## config.mk

```make
export PLATFORM = sky130hd
export DESIGN_NAME = sobel_edge_magnitude_pipeline
export DESIGN_NICKNAME = d
export VERILOG_FILES = /design/src/rtl/sobel_edge_magnitude_pipeline.sv
export SDC_FILE = /design/constraint.sdc
export NUM_CORES = 1
export LEC_CHECK = 0
export ABC_CLOCK_PERIOD_IN_PS = 5770
export CELL_PAD_IN_SITES_DETAIL_PLACEMENT = 0
export CELL_PAD_IN_SITES_GLOBAL_PLACEMENT = 1
export CORE_ASPECT_RATIO = 1.75
export CORE_UTILIZATION = 40
export CTS_CLUSTER_SIZE = 10
export DETAILED_ROUTE_END_ITERATION = 8
export GPL_ROUTABILITY_DRIVEN = 0
export PLACE_DENSITY = 0.84
export SLEW_MARGIN = 40
export SYNTH_ARGS = -nofsm -noshare
export SYNTH_HDL_FRONTEND = slang
export SYNTH_SLANG_ARGS = --single-unit
export TNS_END_PERCENT = 30
```

## constraint.sdc

```tcl
create_clock -name I_CLK -period 5.77 [get_ports I_CLK]
set_input_delay 0.577 -clock I_CLK [delete_from_list [all_inputs] [get_ports I_CLK]]
set_output_delay 0.577 -clock I_CLK [all_outputs]
set_load 0.005 [all_outputs]
```

## src/rtl/sobel_edge_magnitude_pipeline.sv

```systemverilog
// Sobel edge magnitude pipeline.
// Accepts 3x3 grayscale neighbourhoods from the buffered colorspace converter.
// Upstream holds ready for several cycles on the same pixel, so repeated
// presentations of one position are dropped here. Each result carries
// |Gx|+|Gy| saturated to the pixel depth and an edge bit from a threshold
// compare. Edge pixels are counted per frame.
// Latency is three cycles from accept to O_VALID.
module sobel_edge_magnitude_pipeline #(
    parameter int P_SUBPIXEL_DEPTH    = 8,
    parameter int P_FRAME_COLUMNS     = 640,
    parameter int P_FRAME_ROWS        = 480,
    parameter int P_LAST_COLUMN       = P_FRAME_COLUMNS - 4,
    parameter int P_LAST_ROW          = P_FRAME_ROWS - 4,
    parameter int P_FRAME_COLUMN_BITS = $clog2(P_FRAME_COLUMNS),
    parameter int P_FRAME_ROW_BITS    = $clog2(P_FRAME_ROWS),
    parameter int P_PIXEL_MATRIX_BITS = 8 * P_SUBPIXEL_DEPTH,
    parameter int P_COUNT_BITS        = $clog2(P_FRAME_COLUMNS * P_FRAME_ROWS + 1)
) (
    input  logic                           I_CLK,
    input  logic                           I_RESET,
    input  logic [P_FRAME_COLUMN_BITS-1:0] I_PIXEL_COLUMN,
    input  logic [P_FRAME_ROW_BITS-1:0]    I_PIXEL_ROW,
    input  logic [P_PIXEL_MATRIX_BITS-1:0] I_PIXEL_MATRIX,
    input  logic                           I_PIXEL_MATRIX_READY,
    input  logic [P_SUBPIXEL_DEPTH-1:0]    I_THRESHOLD,
    output logic [P_FRAME_COLUMN_BITS-1:0] O_PIXEL_COLUMN,
    output logic [P_FRAME_ROW_BITS-1:0]    O_PIXEL_ROW,
    output logic [P_SUBPIXEL_DEPTH-1:0]    O_EDGE_MAGNITUDE,
    output logic                           O_EDGE,
    output logic                           O_VALID,
    output logic [P_COUNT_BITS-1:0]        O_EDGE_COUNT,
    output logic                           O_FRAME_DONE
);

    localparam int LP_W  = P_SUBPIXEL_DEPTH;
    localparam int LP_SW = P_SUBPIXEL_DEPTH + 2;   // weighted sum / abs diff width
    localparam int LP_MW = P_SUBPIXEL_DEPTH + 3;   // |Gx|+|Gy| width
    localparam int LP_CB = P_FRAME_COLUMN_BITS;
    localparam int LP_RB = P_FRAME_ROW_BITS;
    localparam int LP_NB = P_COUNT_BITS;

    localparam logic [LP_CB-1:0] LP_LAST_COL = LP_CB'(P_LAST_COLUMN);
    localparam logic [LP_RB-1:0] LP_LAST_ROW = LP_RB'(P_LAST_ROW);

    // ------------------------------------------------------------------
    // Neighbourhood unpack, tl in the MSBs
    // ------------------------------------------------------------------
    logic [LP_W-1:0] w_tl, w_t, w_tr, w_ml, w_mr, w_bl, w_b, w_br;

    assign w_tl = I_PIXEL_MATRIX[8*LP_W-1 -: LP_W];
    assign w_t  = I_PIXEL_MATRIX[7*LP_W-1 -: LP_W];
    assign w_tr = I_PIXEL_MATRIX[6*LP_W-1 -: LP_W];
    assign w_ml = I_PIXEL_MATRIX[5*LP_W-1 -: LP_W];
    assign w_mr = I_PIXEL_MATRIX[4*LP_W-1 -: LP_W];
    assign w_bl = I_PIXEL_MATRIX[3*LP_W-1 -: LP_W];
    assign w_b  = I_PIXEL_MATRIX[2*LP_W-1 -: LP_W];
    assign w_br = I_PIXEL_MATRIX[LP_W-1 -: LP_W];

    // ------------------------------------------------------------------
    // Duplicate suppression
    // ------------------------------------------------------------------
    logic             r_seen;
    logic [LP_CB-1:0] r_last_col;
    logic [LP_RB-1:0] r_last_row;
    logic             w_accept;

    assign w_accept = I_PIXEL_MATRIX_READY &&
                      (!r_seen || (I_PIXEL_COLUMN != r_last_col) || (I_PIXEL_ROW != r_last_row));

    // Remember the last accepted position; ready dropping does not forget it
    always_ff @(posedge I_CLK) begin
        // NOTE: every clocked assignment is non-blocking so all stages update from pre-edge values.
        if (I_RESET) begin
            r_seen     <= 1'b0;
            r_last_col <= '0;
            r_last_row <= '0;
        end else if (w_accept) begin
            r_seen     <= 1'b1;
            r_last_col <= I_PIXEL_COLUMN;
            r_last_row <= I_PIXEL_ROW;
        end
    end

    // ------------------------------------------------------------------
    // Stage 1: weighted positive/negative column and row sums
    // ------------------------------------------------------------------
    logic [LP_SW-1:0] w_gxp, w_gxn, w_gyp, w_gyn;

    assign w_gxp = {2'b00, w_tr} + {1'b0, w_mr, 1'b0} + {2'b00, w_br};
    assign w_gxn = {2'b00, w_tl} + {1'b0, w_ml, 1'b0} + {2'b00, w_bl};
    assign w_gyp = {2'b00, w_bl} + {1'b0, w_b,  1'b0} + {2'b00, w_br};
    assign w_gyn = {2'b00, w_tl} + {1'b0, w_t,  1'b0} + {2'b00, w_tr};

    logic             r_s1_valid;
    logic [LP_CB-1:0] r_s1_col;
    logic [LP_RB-1:0] r_s1_row;
    logic [LP_W-1:0]  r_s1_thr;
    logic [LP_SW-1:0] r_s1_gxp, r_s1_gxn, r_s1_gyp, r_s1_gyn;

    // Register the sums together with position and threshold of the accepted matrix
    always_ff @(posedge I_CLK) begin
        // NOTE: datapath registers are reset too so a reset leaves every output at zero.
        if (I_RESET) begin
            r_s1_valid <= 1'b0;
            r_s1_col   <= '0;
            r_s1_row   <= '0;
            r_s1_thr   <= '0;
            r_s1_gxp   <= '0;
            r_s1_gxn   <= '0;
            r_s1_gyp   <= '0;
            r_s1_gyn   <= '0;
        end else begin
            r_s1_valid <= w_accept;
            if (w_accept) begin
                r_s1_col <= I_PIXEL_COLUMN;
                r_s1_row <= I_PIXEL_ROW;
                r_s1_thr <= I_THRESHOLD;
                r_s1_gxp <= w_gxp;
                r_s1_gxn <= w_gxn;
                r_s1_gyp <= w_gyp;
                r_s1_gyn <= w_gyn;
            end
        end
    end

    // ------------------------------------------------------------------
    // Stage 2: absolute gradients as larger minus smaller
    // ------------------------------------------------------------------
    logic [LP_SW-1:0] w_abs_gx, w_abs_gy;

    assign w_abs_gx = (r_s1_gxp >= r_s1_gxn) ? (r_s1_gxp - r_s1_gxn) : (r_s1_gxn - r_s1_gxp);
    assign w_abs_gy = (r_s1_gyp >= r_s1_gyn) ? (r_s1_gyp - r_s1_gyn) : (r_s1_gyn - r_s1_gyp);

    logic             r_s2_valid;
    logic [LP_CB-1:0] r_s2_col;
    logic [LP_RB-1:0] r_s2_row;
    logic [LP_W-1:0]  r_s2_thr;
    logic [LP_SW-1:0] r_s2_abs_gx, r_s2_abs_gy;

    // Register the absolute gradients and the travelling side information
    always_ff @(posedge I_CLK) begin
        if (I_RESET) begin
            r_s2_valid  <= 1'b0;
            r_s2_col    <= '0;
            r_s2_row    <= '0;
            r_s2_thr    <= '0;
            r_s2_abs_gx <= '0;
            r_s2_abs_gy <= '0;
        end else begin
            r_s2_valid <= r_s1_valid;
            if (r_s1_valid) begin
                r_s2_col    <= r_s1_col;
                r_s2_row    <= r_s1_row;
                r_s2_thr    <= r_s1_thr;
                r_s2_abs_gx <= w_abs_gx;
                r_s2_abs_gy <= w_abs_gy;
            end
        end
    end

    // ------------------------------------------------------------------
    // Stage 3: magnitude, saturation, threshold and frame counting
    // ------------------------------------------------------------------
    logic [LP_MW-1:0] w_mag;
    logic [LP_W-1:0]  w_mag_sat;
    logic             w_edge;
    logic             w_last_pos;
    logic [LP_NB-1:0] w_running_next;

    assign w_mag      = {1'b0, r_s2_abs_gx} + {1'b0, r_s2_abs_gy};
    assign w_mag_sat  = (|w_mag[LP_MW-1:LP_W]) ? {LP_W{1'b1}} : w_mag[LP_W-1:0];
    assign w_edge     = (w_mag_sat >= r_s2_thr);
    assign w_last_pos = (r_s2_col == LP_LAST_COL) && (r_s2_row == LP_LAST_ROW);

    logic [LP_NB-1:0] r_running;

    // Running count including the current result, held at full scale instead of wrapping
    assign w_running_next = (w_edge && (r_running != {LP_NB{1'b1}})) ? (r_running + LP_NB'(1)) : r_running;

    logic             r_valid;
    logic [LP_CB-1:0] r_col;
    logic [LP_RB-1:0] r_row;
    logic [LP_W-1:0]  r_mag;
    logic             r_edge;

    // Present one result per accepted matrix; result fields hold between pulses
    always_ff @(posedge I_CLK) begin
        if (I_RESET) begin
            r_valid <= 1'b0;
            r_col   <= '0;
            r_row   <= '0;
            r_mag   <= '0;
            r_edge  <= 1'b0;
        end else begin
            r_valid <= r_s2_valid;
            if (r_s2_valid) begin
                r_col  <= r_s2_col;
                r_row  <= r_s2_row;
                r_mag  <= w_mag_sat;
                r_edge <= w_edge;
            end
        end
    end

    logic [LP_NB-1:0] r_edge_count;
    logic             r_frame_done;

    // Count edges and publish the total when the last matrix position of a frame completes
    always_ff @(posedge I_CLK) begin
        if (I_RESET) begin
            r_running    <= '0;
            r_edge_count <= '0;
            r_frame_done <= 1'b0;
        end else begin
            r_frame_done <= 1'b0;
            if (r_s2_valid) begin
                if (w_last_pos) begin
                    r_edge_count <= w_running_next;
                    r_frame_done <= 1'b1;
                    r_running    <= '0;
                end else begin
                    r_running <= w_running_next;
                end
            end
        end
    end

    assign O_PIXEL_COLUMN   = r_col;
    assign O_PIXEL_ROW      = r_row;
    assign O_EDGE_MAGNITUDE = r_mag;
    assign O_EDGE           = r_edge;
    assign O_VALID          = r_valid;
    assign O_EDGE_COUNT     = r_edge_count;
    assign O_FRAME_DONE     = r_frame_done;

endmodule

```

==> results of run 1 <==
routing by layer:
metal | routed length, um | vias to the layer above | track usage | part of all wire
met1 | 10600 | 4233 | 0.204 | 0.39
met2 | 15400 | 173 | 0.393 | 0.56
met3 | 719 | 31 | 0.0296 | 0.026
met4 | 727 | 0 | 0.0797 | 0.026
li1 | - | 4618 | - | -
met5 | 0 | - | 0 | 0
logic make-up (layout without fill, tap and decap cells):
family / count (synthesis) / in the layout / share of synthesized area
flops: 185 / 185 / 0.329
simple gates: 395 / 395 / 0.162
compound gates: 260 / 260 / 0.152
xor+xnor: 72 / 72 / 0.0560
mux: 90 / 90 / 0.0806
buf+inv: 144 / 265 / 0.0512
fa+ha+maj: 130 / 130 / 0.169
metrics by stage:
stage	hold WS (ns)	total power (W)	setup WS, ns	cells	area (sq um)
5_1_grt	0.517	0.00448	1.11	1766	13500
3_3_place_gp	0.452	0.00305	1.70	1733	12900
4_1_cts	0.479	0.00424	1.50	1766	13500
3_5_place_dp	0.461	0.00308	1.52	1734	13000
2_1_floorplan	0.438	0.00268	1.88	1276	11300
6_report	0.475	0.00419	1.51	1766	13500
placed cells by master (no fill, tap or decap), drive strengths merged, types with 16 or more instances in the layout:
master / count
nand2: 48
fa: 37
a21o: 19
nand3: 24
xnor2: 44
a31oi: 16
a21oi: 91
dfxtp: 185
nor2: 229
nor3: 16
inv: 89
a211oi: 40
xor2: 28
clkdlybuf4s50: 141
o21ai: 26
ha: 93
clkbuf: 19
mux2i: 88
sequential cells by signal (all words and copies together) (netlist names), 9 cells and up:
| register | count |
|---|---|
| r_s2_row | 9 |
| r_s2_col | 10 |
| r_s1_row | 9 |
| O_PIXEL_ROW | 9 |
| r_s1_gyn | 10 |
| r_s2_abs_gx | 10 |
| r_s2_abs_gy | 10 |
| r_s1_gyp | 10 |
| O_EDGE_COUNT | 19 |
| r_s1_gxp | 10 |
| r_running | 19 |
| r_s1_col | 10 |
| r_s1_gxn | 10 |
| O_PIXEL_COLUMN | 10 |
worst max-delay path: cells and delay by family (launching register included):
| kind | cells | cell delay [ns] |
|---|---|---|
| and+or+nand+nor | 5 | 0.99 |
| DFF | 1 | 0.32 |
| buffers and inverters | 1 | 0.26 |
| xor gates and xnor gates | 1 | 0.18 |
| AOI/OAI and AO/OA | 9 | 1.48 |
| adders and majority gates | 3 | 0.94 |
power by group through the flow:
stage	combinational (W)	sequential, W	clock (W)
after global routing	0.00181	0.00144	0.00123
after CTS	0.00163	0.00143	0.00118
after detailed placement	0.00162	0.00146	0
after global placement	0.00159	0.00146	0
after floorplan	0.00124	0.00144	0
final	0.00161	0.00143	0.00115
final timing paths:
path	slack (ns)	to
max	1.51	O_EDGE_COUNT[12]
min	0.48	r_seen
max reg2reg	1.51	O_EDGE_COUNT[12]
min reg2reg	0.48	r_seen
layout make-up:
cell class	count	share of cell area
multi-input cells	947	0.516
flip-flops and latches	185	0.274
repair buffers	150	0.111
well taps	369	0.0341
clock buffers	18	0.0317
inverters	83	0.0230
clock inverters	14	0.0104
==> results.md, run 1 <==
- Status: complete, no violations
- Synth unique cells: 72
- Logic pwr share: 0.385
- Initial core utilization: 0.410
- Most common cell in the netlist: nor2_1
- Fmax: 235 MHz
- Largest vdd supply drop: 0.209 mV
- Worst rel slew slack: 0.452
- Seq/Total Area, Yosys: 0.329
- Worst slew pin tran: 0.822 ns
- HP Class: flip-flop to flip-flop
- DR iter-0 viols: 303
- Layout Skew: 0.00855 ns
- Max-cap violations: 0
- Clock sinks: 185
- Die Y-Extent: 224 um
- Yosys top cell area share: 0.329
- Most used cell, CP: a21oi_1
- Min Clock Period, post-route: 4.26 ns
- Total routed wirelength: 27,500 um
- Setup TNS: 0 ns
- R2R depth: 19
- CTS Buf Count: 17
- Cell Pwr Density: 309 mW/mm^2
- Ports: 143
- Via density: 5.13
- WP data arrival: 4.61 ns
- Layout cells sized above 1: 0.0444
- CP Data Required Time: 6.13 ns
- Predominant post-synthesis flop cell: dfxtp_1
- Critical path class: flip-flop to flip-flop
- RSZ-0062 raised after global routing: no
- Layout Utilization: 0.494
- Max clock buf depth: 2
- Post-Syn Area: 0.0113 sq mm
- Total grt overflow: 0
- Critical R2R Launch: r_s2_abs_gx[0]
- Largest net degree at the start of global routing: 114
- Vias after detailed routing: 9,055
- Cell taking the most area after synthesis: dfxtp_1
- Final Max Slew Viols: 0
- Static leakage: 5.39 nW
- Area Overhead vs Synth: 20.3%
- Number of global-route vias before repair: 9,045
- Footprint of the multi-input gates: 0.00699 sq mm
- Worst Setup Start Kind: flip-flop
- Antenna diodes: 0
- Antenna Violating Nets Remaining: 0
- Hold Path Origin: r_seen
- Syn_area_per_cell: 8.82 sq um
- Worst setup path start: r_s2_abs_gx[0]
- Gr usage total: 0.200
- Final setup vio count: 0
- Commonest cells in the netlist: 228 x nor2_1, 185 x dfxtp_1, 93 x ha_1, 89 x a21oi_1, 88 x mux2i_1
- Initial antenna violation count: 0
- First-pass GRT wire length: 44,500 um
- Sw frac: 0.363
- Flops & latches, synth: 185
- Clock share of power: 0.274
- Core box area: 0.0274 sq mm
- CTS tree: done
- Die Wd: 129 um
- Slowest-stage cell, CP: and2_1
- Post-synth ARST share: 0
- Cts repair resizes: 0
- Ranking of synthesized cells by area: dfxtp_1 33%, ha_1 10%, mux2i_1 7.8%
- IO buf count: 142
- Post-synth EDFFs: 0
- Number of fill cells in the layout: 2,680
- Worst-skew pair later-pin latency: 0.45 ns
- DRT Pass-1 Iters: 5
- Hold buffers post-CTS: 0
- Reg power frac: 0.341
- Syn Inst Count: 1,276
- Fin. Hold Viols: 0
- CP Capture Type: flip-flop
- CTS H-tree lvls: 4
- Post-DR wirelength/cell: 15.6 um
- Clk Tree Root Cell: clkbuf_16
- Tcrit/Tclk final: 0.738
- Die area: 0.0288 sq mm
- Post-CTS setup buffer count: 0
- CP cell instances: ha_1, fa_1, a21oi_1, o21bai_1, a21oi_1, o21ai_0, a21o_1, o21ai_0, and2_1, nand2_1, ha_1, and3_1, nand3_1, o21a_1, a21oi_1, buf_4, nand4_1, xor2_1, a211oi_1
- Max stage delay on crit path: 0.42 ns
- Worst hold stages: 2
- Psw: 0.00152 W
- Ys Warns: 0
- FF/Latch Area: 0.00371 sq mm
- Remaining DRCs: 0
- Total internal power: 0.00267 W
- Syn Nets: 1,500
- Worst-path clk slew: 0.07 ns
- HPWL Detailed: 21,500 um
- CP max FO: 20
- Nets: 1,608
- Core Rows: 80
(Power assumes the default switching activity.)
==> run 2, diff against run 1 <==
--- a/config.mk
+++ b/config.mk
@@ -5,15 +5,15 @@
 export SDC_FILE = /design/constraint.sdc
 export NUM_CORES = 1
 export LEC_CHECK = 0
-export ABC_CLOCK_PERIOD_IN_PS = 5770
+export ABC_CLOCK_PERIOD_IN_PS = 3400
 export CELL_PAD_IN_SITES_DETAIL_PLACEMENT = 0
 export CELL_PAD_IN_SITES_GLOBAL_PLACEMENT = 1
 export CORE_ASPECT_RATIO = 1.75
-export CORE_UTILIZATION = 40
+export CORE_UTILIZATION = 39
 export CTS_CLUSTER_SIZE = 10
 export DETAILED_ROUTE_END_ITERATION = 8
 export GPL_ROUTABILITY_DRIVEN = 0
-export PLACE_DENSITY = 0.84
+export PLACE_DENSITY = 0.86
 export SLEW_MARGIN = 40
 export SYNTH_ARGS = -nofsm -noshare
 export SYNTH_HDL_FRONTEND = slang
==> constraint.sdc (replaced) <==
create_clock -name I_CLK -period 3.4 [get_ports I_CLK]
set_input_delay 0.34 -clock I_CLK [delete_from_list [all_inputs] [get_ports I_CLK]]
set_output_delay 0.34 -clock I_CLK [all_outputs]
set_load 0.005 [all_outputs]
==> results.md, run 2 (synthesis gave the netlist of run 1 again) <==
- Uppermost layer routed: met4 (unchanged)
- DR iter-0 viols: 419 (was 303)
- Setup TNS: -6.52 ns (was 0 ns)
- Min Clock Period, post-route: 3.66 ns (was 4.26 ns)
- CP Data Required Time: 3.76 ns (was 6.13 ns)
- CTS tree: done (unchanged)
- Area Overhead vs Synth: 25.6% (was 20.3%)
- Via density: 5.10 (was 5.13)
- Final setup vio count: 38 (was 0)
- Layout Skew: 0.0102 ns (was 0.00855 ns)
- Psw: 0.00291 W (was 0.00152 W)
- Max-cap violations: 0 (unchanged)
- PnR Total Power: 0.00820 W (was 0.00419 W)
- Ports: 143 (unchanged)
- Setup WS post-layout: -0.259 ns (was 1.51 ns)
- M1 wire length: 10,400 um (was 10,600 um)
- Clock share of power: 0.246 (was 0.274)
- Max clock buf depth: 2 (unchanged)
- Critical R2R Launch: r_s2_abs_gy[0] (was r_s2_abs_gx[0])
- Cell Pwr Density: 580 mW/mm^2 (was 309 mW/mm^2)
- WHS Endpoint: r_s2_abs_gy[1] (was r_seen)
- Vias after detailed routing: 9,192 (was 9,055)
- Core Rows: 81 (was 80)
- Die Wd: 130 um (was 129 um)
- Sw frac: 0.355 (was 0.363)
- Worst setup path start: r_s2_abs_gy[0] (was r_s2_abs_gx[0])
- Core box area: 0.0282 sq mm (was 0.0274 sq mm)
- Final Max Slew Viols: 0 (unchanged)
- Remaining DRCs: 0 (unchanged)
- R2R setup slack: -0.26 ns (was 1.51 ns)
- Critical path class: flip-flop to flip-flop (unchanged)
- WHS: 0.382 ns (was 0.475 ns)
- Worst slew pin tran: 0.750 ns (was 0.822 ns)
- CTS H-tree lvls: 4 (unchanged)
- Number of global-route vias before repair: 9,083 (was 9,045)
- Status: complete, but fails checks (was complete, no violations)
- Violated checks: negative setup slack
- Initial antenna violation count: 0 (unchanged)
- CP max FO: 7 (was 20)
- Post-DR wirelength/cell: 15.7 um (was 15.6 um)
- RSZ-0062 raised after global routing: yes (was no)
- Total routed wirelength: 28,300 um (was 27,500 um)
- Most common cell after layout, fill and taps aside: nor2_1 (unchanged)
- Total internal power: 0.00528 W (was 0.00267 W)
- Nets: 1,641 (was 1,608)
- Reg2reg end: O_EDGE_COUNT[12] (unchanged)
- Antenna diodes: 0 (unchanged)
- Reg power frac: 0.297 (was 0.341)
- Worst-path clk slew: 0.07 ns (about the same)
- Antenna Violating Nets Remaining: 0 (unchanged)
- CTS Buf Count: 17 (unchanged)
- Fmax: 273 MHz (was 235 MHz)
- Number of fill cells in the layout: 2,719 (was 2,680)
- Clock sinks: 185 (unchanged)
- Hold buffers post-CTS: 0 (unchanged)
- Fin. Hold Viols: 0 (unchanged)
- Logic pwr share: 0.457 (was 0.385)
- HPWL Detailed: 21,700 um (was 21,500 um)
- HP Class: primary input to flip-flop (was flip-flop to flip-flop)
- Largest net degree at the start of global routing: 95 (was 114)
- Tcrit/Tclk final: 1.08 (was 0.738)
- First-pass GRT wire length: 44,900 um (was 44,500 um)
- R2R depth: 19 (unchanged)
- Hold Path Origin: I_RESET (was r_seen)
- Layout Utilization: 0.502 (was 0.494)
- DRT Pass-1 Iters: 4 (was 5)
- Total grt overflow: 0 (unchanged)
- Initial core utilization: 0.400 (was 0.410)
- WP data arrival: 4.02 ns (was 4.61 ns)
- Met2 WL: 16,000 um (was 15,400 um)
- Most frequent cells in the layout: 226 x nor2_1, 179 x dfxtp_1, 141 x clkdlybuf4s50_1, 89 x ha_1, 88 x mux2i_1 (was 228 x nor2_1, 183 x dfxtp_1, 141 x clkdlybuf4s50_1, 93 x ha_1, 89 x a21oi_1)
- Die Y-Extent: 227 um (was 224 um)
- Dpl ws: -0.315 ns (was 1.52 ns)
- Worst hold stages: 2 (unchanged)
- Gr usage total: 0.198 (was 0.200)
- WL met3: 890 um (was 719 um)
- Worst Setup Start Kind: flip-flop (unchanged)
- Layout cells sized above 1: 0.0945 (was 0.0444)
- Worst-skew pair later-pin latency: 0.46 ns (was 0.45 ns)
- Die area: 0.0296 sq mm (was 0.0288 sq mm)
- Clk Tree Root Cell: clkbuf_16 (unchanged)
- IO buf count: 142 (unchanged)
- Static leakage: 5.62 nW (was 5.39 nW)
- Worst rel slew slack: 0.495 (was 0.452)
- Largest vdd supply drop: 0.413 mV (was 0.209 mV)
- CP Capture Type: flip-flop (unchanged)
## run 2: cell types whose count changed in the layout (fill, tap and decap cells not counted), sizes merged
cell / before / now
buf: 8 / 41
bufinv: 1 / 2
clkinvlp: 1 / 2
clkbuf: 19 / 21
clkinv: 6 / 3
inv: 89 / 87
## run 2: power groups by stage
| stage | logic [W] | clock network, W | registers, W |
|---|---|---|---|
| floorplan | 0.00227 | 0 | 0.00244 |
| global placement | 0.00303 | 0 | 0.00247 |
| detailed placement | 0.00306 | 0 | 0.00248 |
| CTS | 0.00344 | 0.00207 | 0.00243 |
| global route | 0.00412 | 0.00215 | 0.00245 |
| finish | 0.00375 | 0.00202 | 0.00243 |
## run 2: metrics by stage
step,cells,instance area (sq um)
6_report,1802,14100
5_1_grt,1802,14100
4_1_cts,1799,14000
3_5_place_dp,1763,13200
3_3_place_gp,1763,13200
2_1_floorplan,1276,11300
## run 2: how the worst max path moves through the flow
stage | endpoint | depth (start not counted)
final | O_EDGE_COUNT[12] | 19
after CTS | O_EDGE_COUNT[1] | 19
after floorplan | r_running[12] | 20
after detailed placement | O_EDGE_COUNT[12] | 19
after global routing | O_EDGE_COUNT[12] | 18
after global placement | O_EDGE_COUNT[12] | 19
## run 2: layer usage
layer | up-vias | track usage
li1 | 4686 | -
met2 | 201 | 0.392
met3 | 54 | 0.0281
met4 | 0 | 0.0908
met5 | - | 0
met1 | 4251 | 0.196
## run 2: area by class of cell
class	instances	area, sq um	area share
inverter	83	312	0.0220
timing repair buffer	183	1810	0.128
sequential	185	3710	0.262
multi-input combinational	947	7250	0.512
tap	373	467	0.0330
clock inverter	11	136	0.00965
clock buffer	20	457	0.0323
## run 2: timing repair
item | CTS | global route
pin swaps | 21 | 18
buffers inserted | 5 | 2
cloned | 1 | 1
endpoints found under the setup margin | 38 | 38
gates resized for setup | 20 | 33
endpoints found under the hold margin | 0 | 0
## run 2: critical path, cell delays in order, from the launching register on
cell and delay (ns):
dfxtp_2 0.34, ha_4 0.16, fa_2 0.35, a21oi_2 0.12, o21bai_1 0.09, a21oi_2 0.17, o21ai_2 0.09, a21o_1 0.17
o21ai_2 0.07, and2_4 0.24, nand2_4 0.07, ha_4 0.27, and3_4 0.18, nand3_2 0.07, o21a_4 0.22, a21oi_4 0.24
buf_12 0.15, nand4_1 0.15, xor2_1 0.20, a211oi_1 0.23
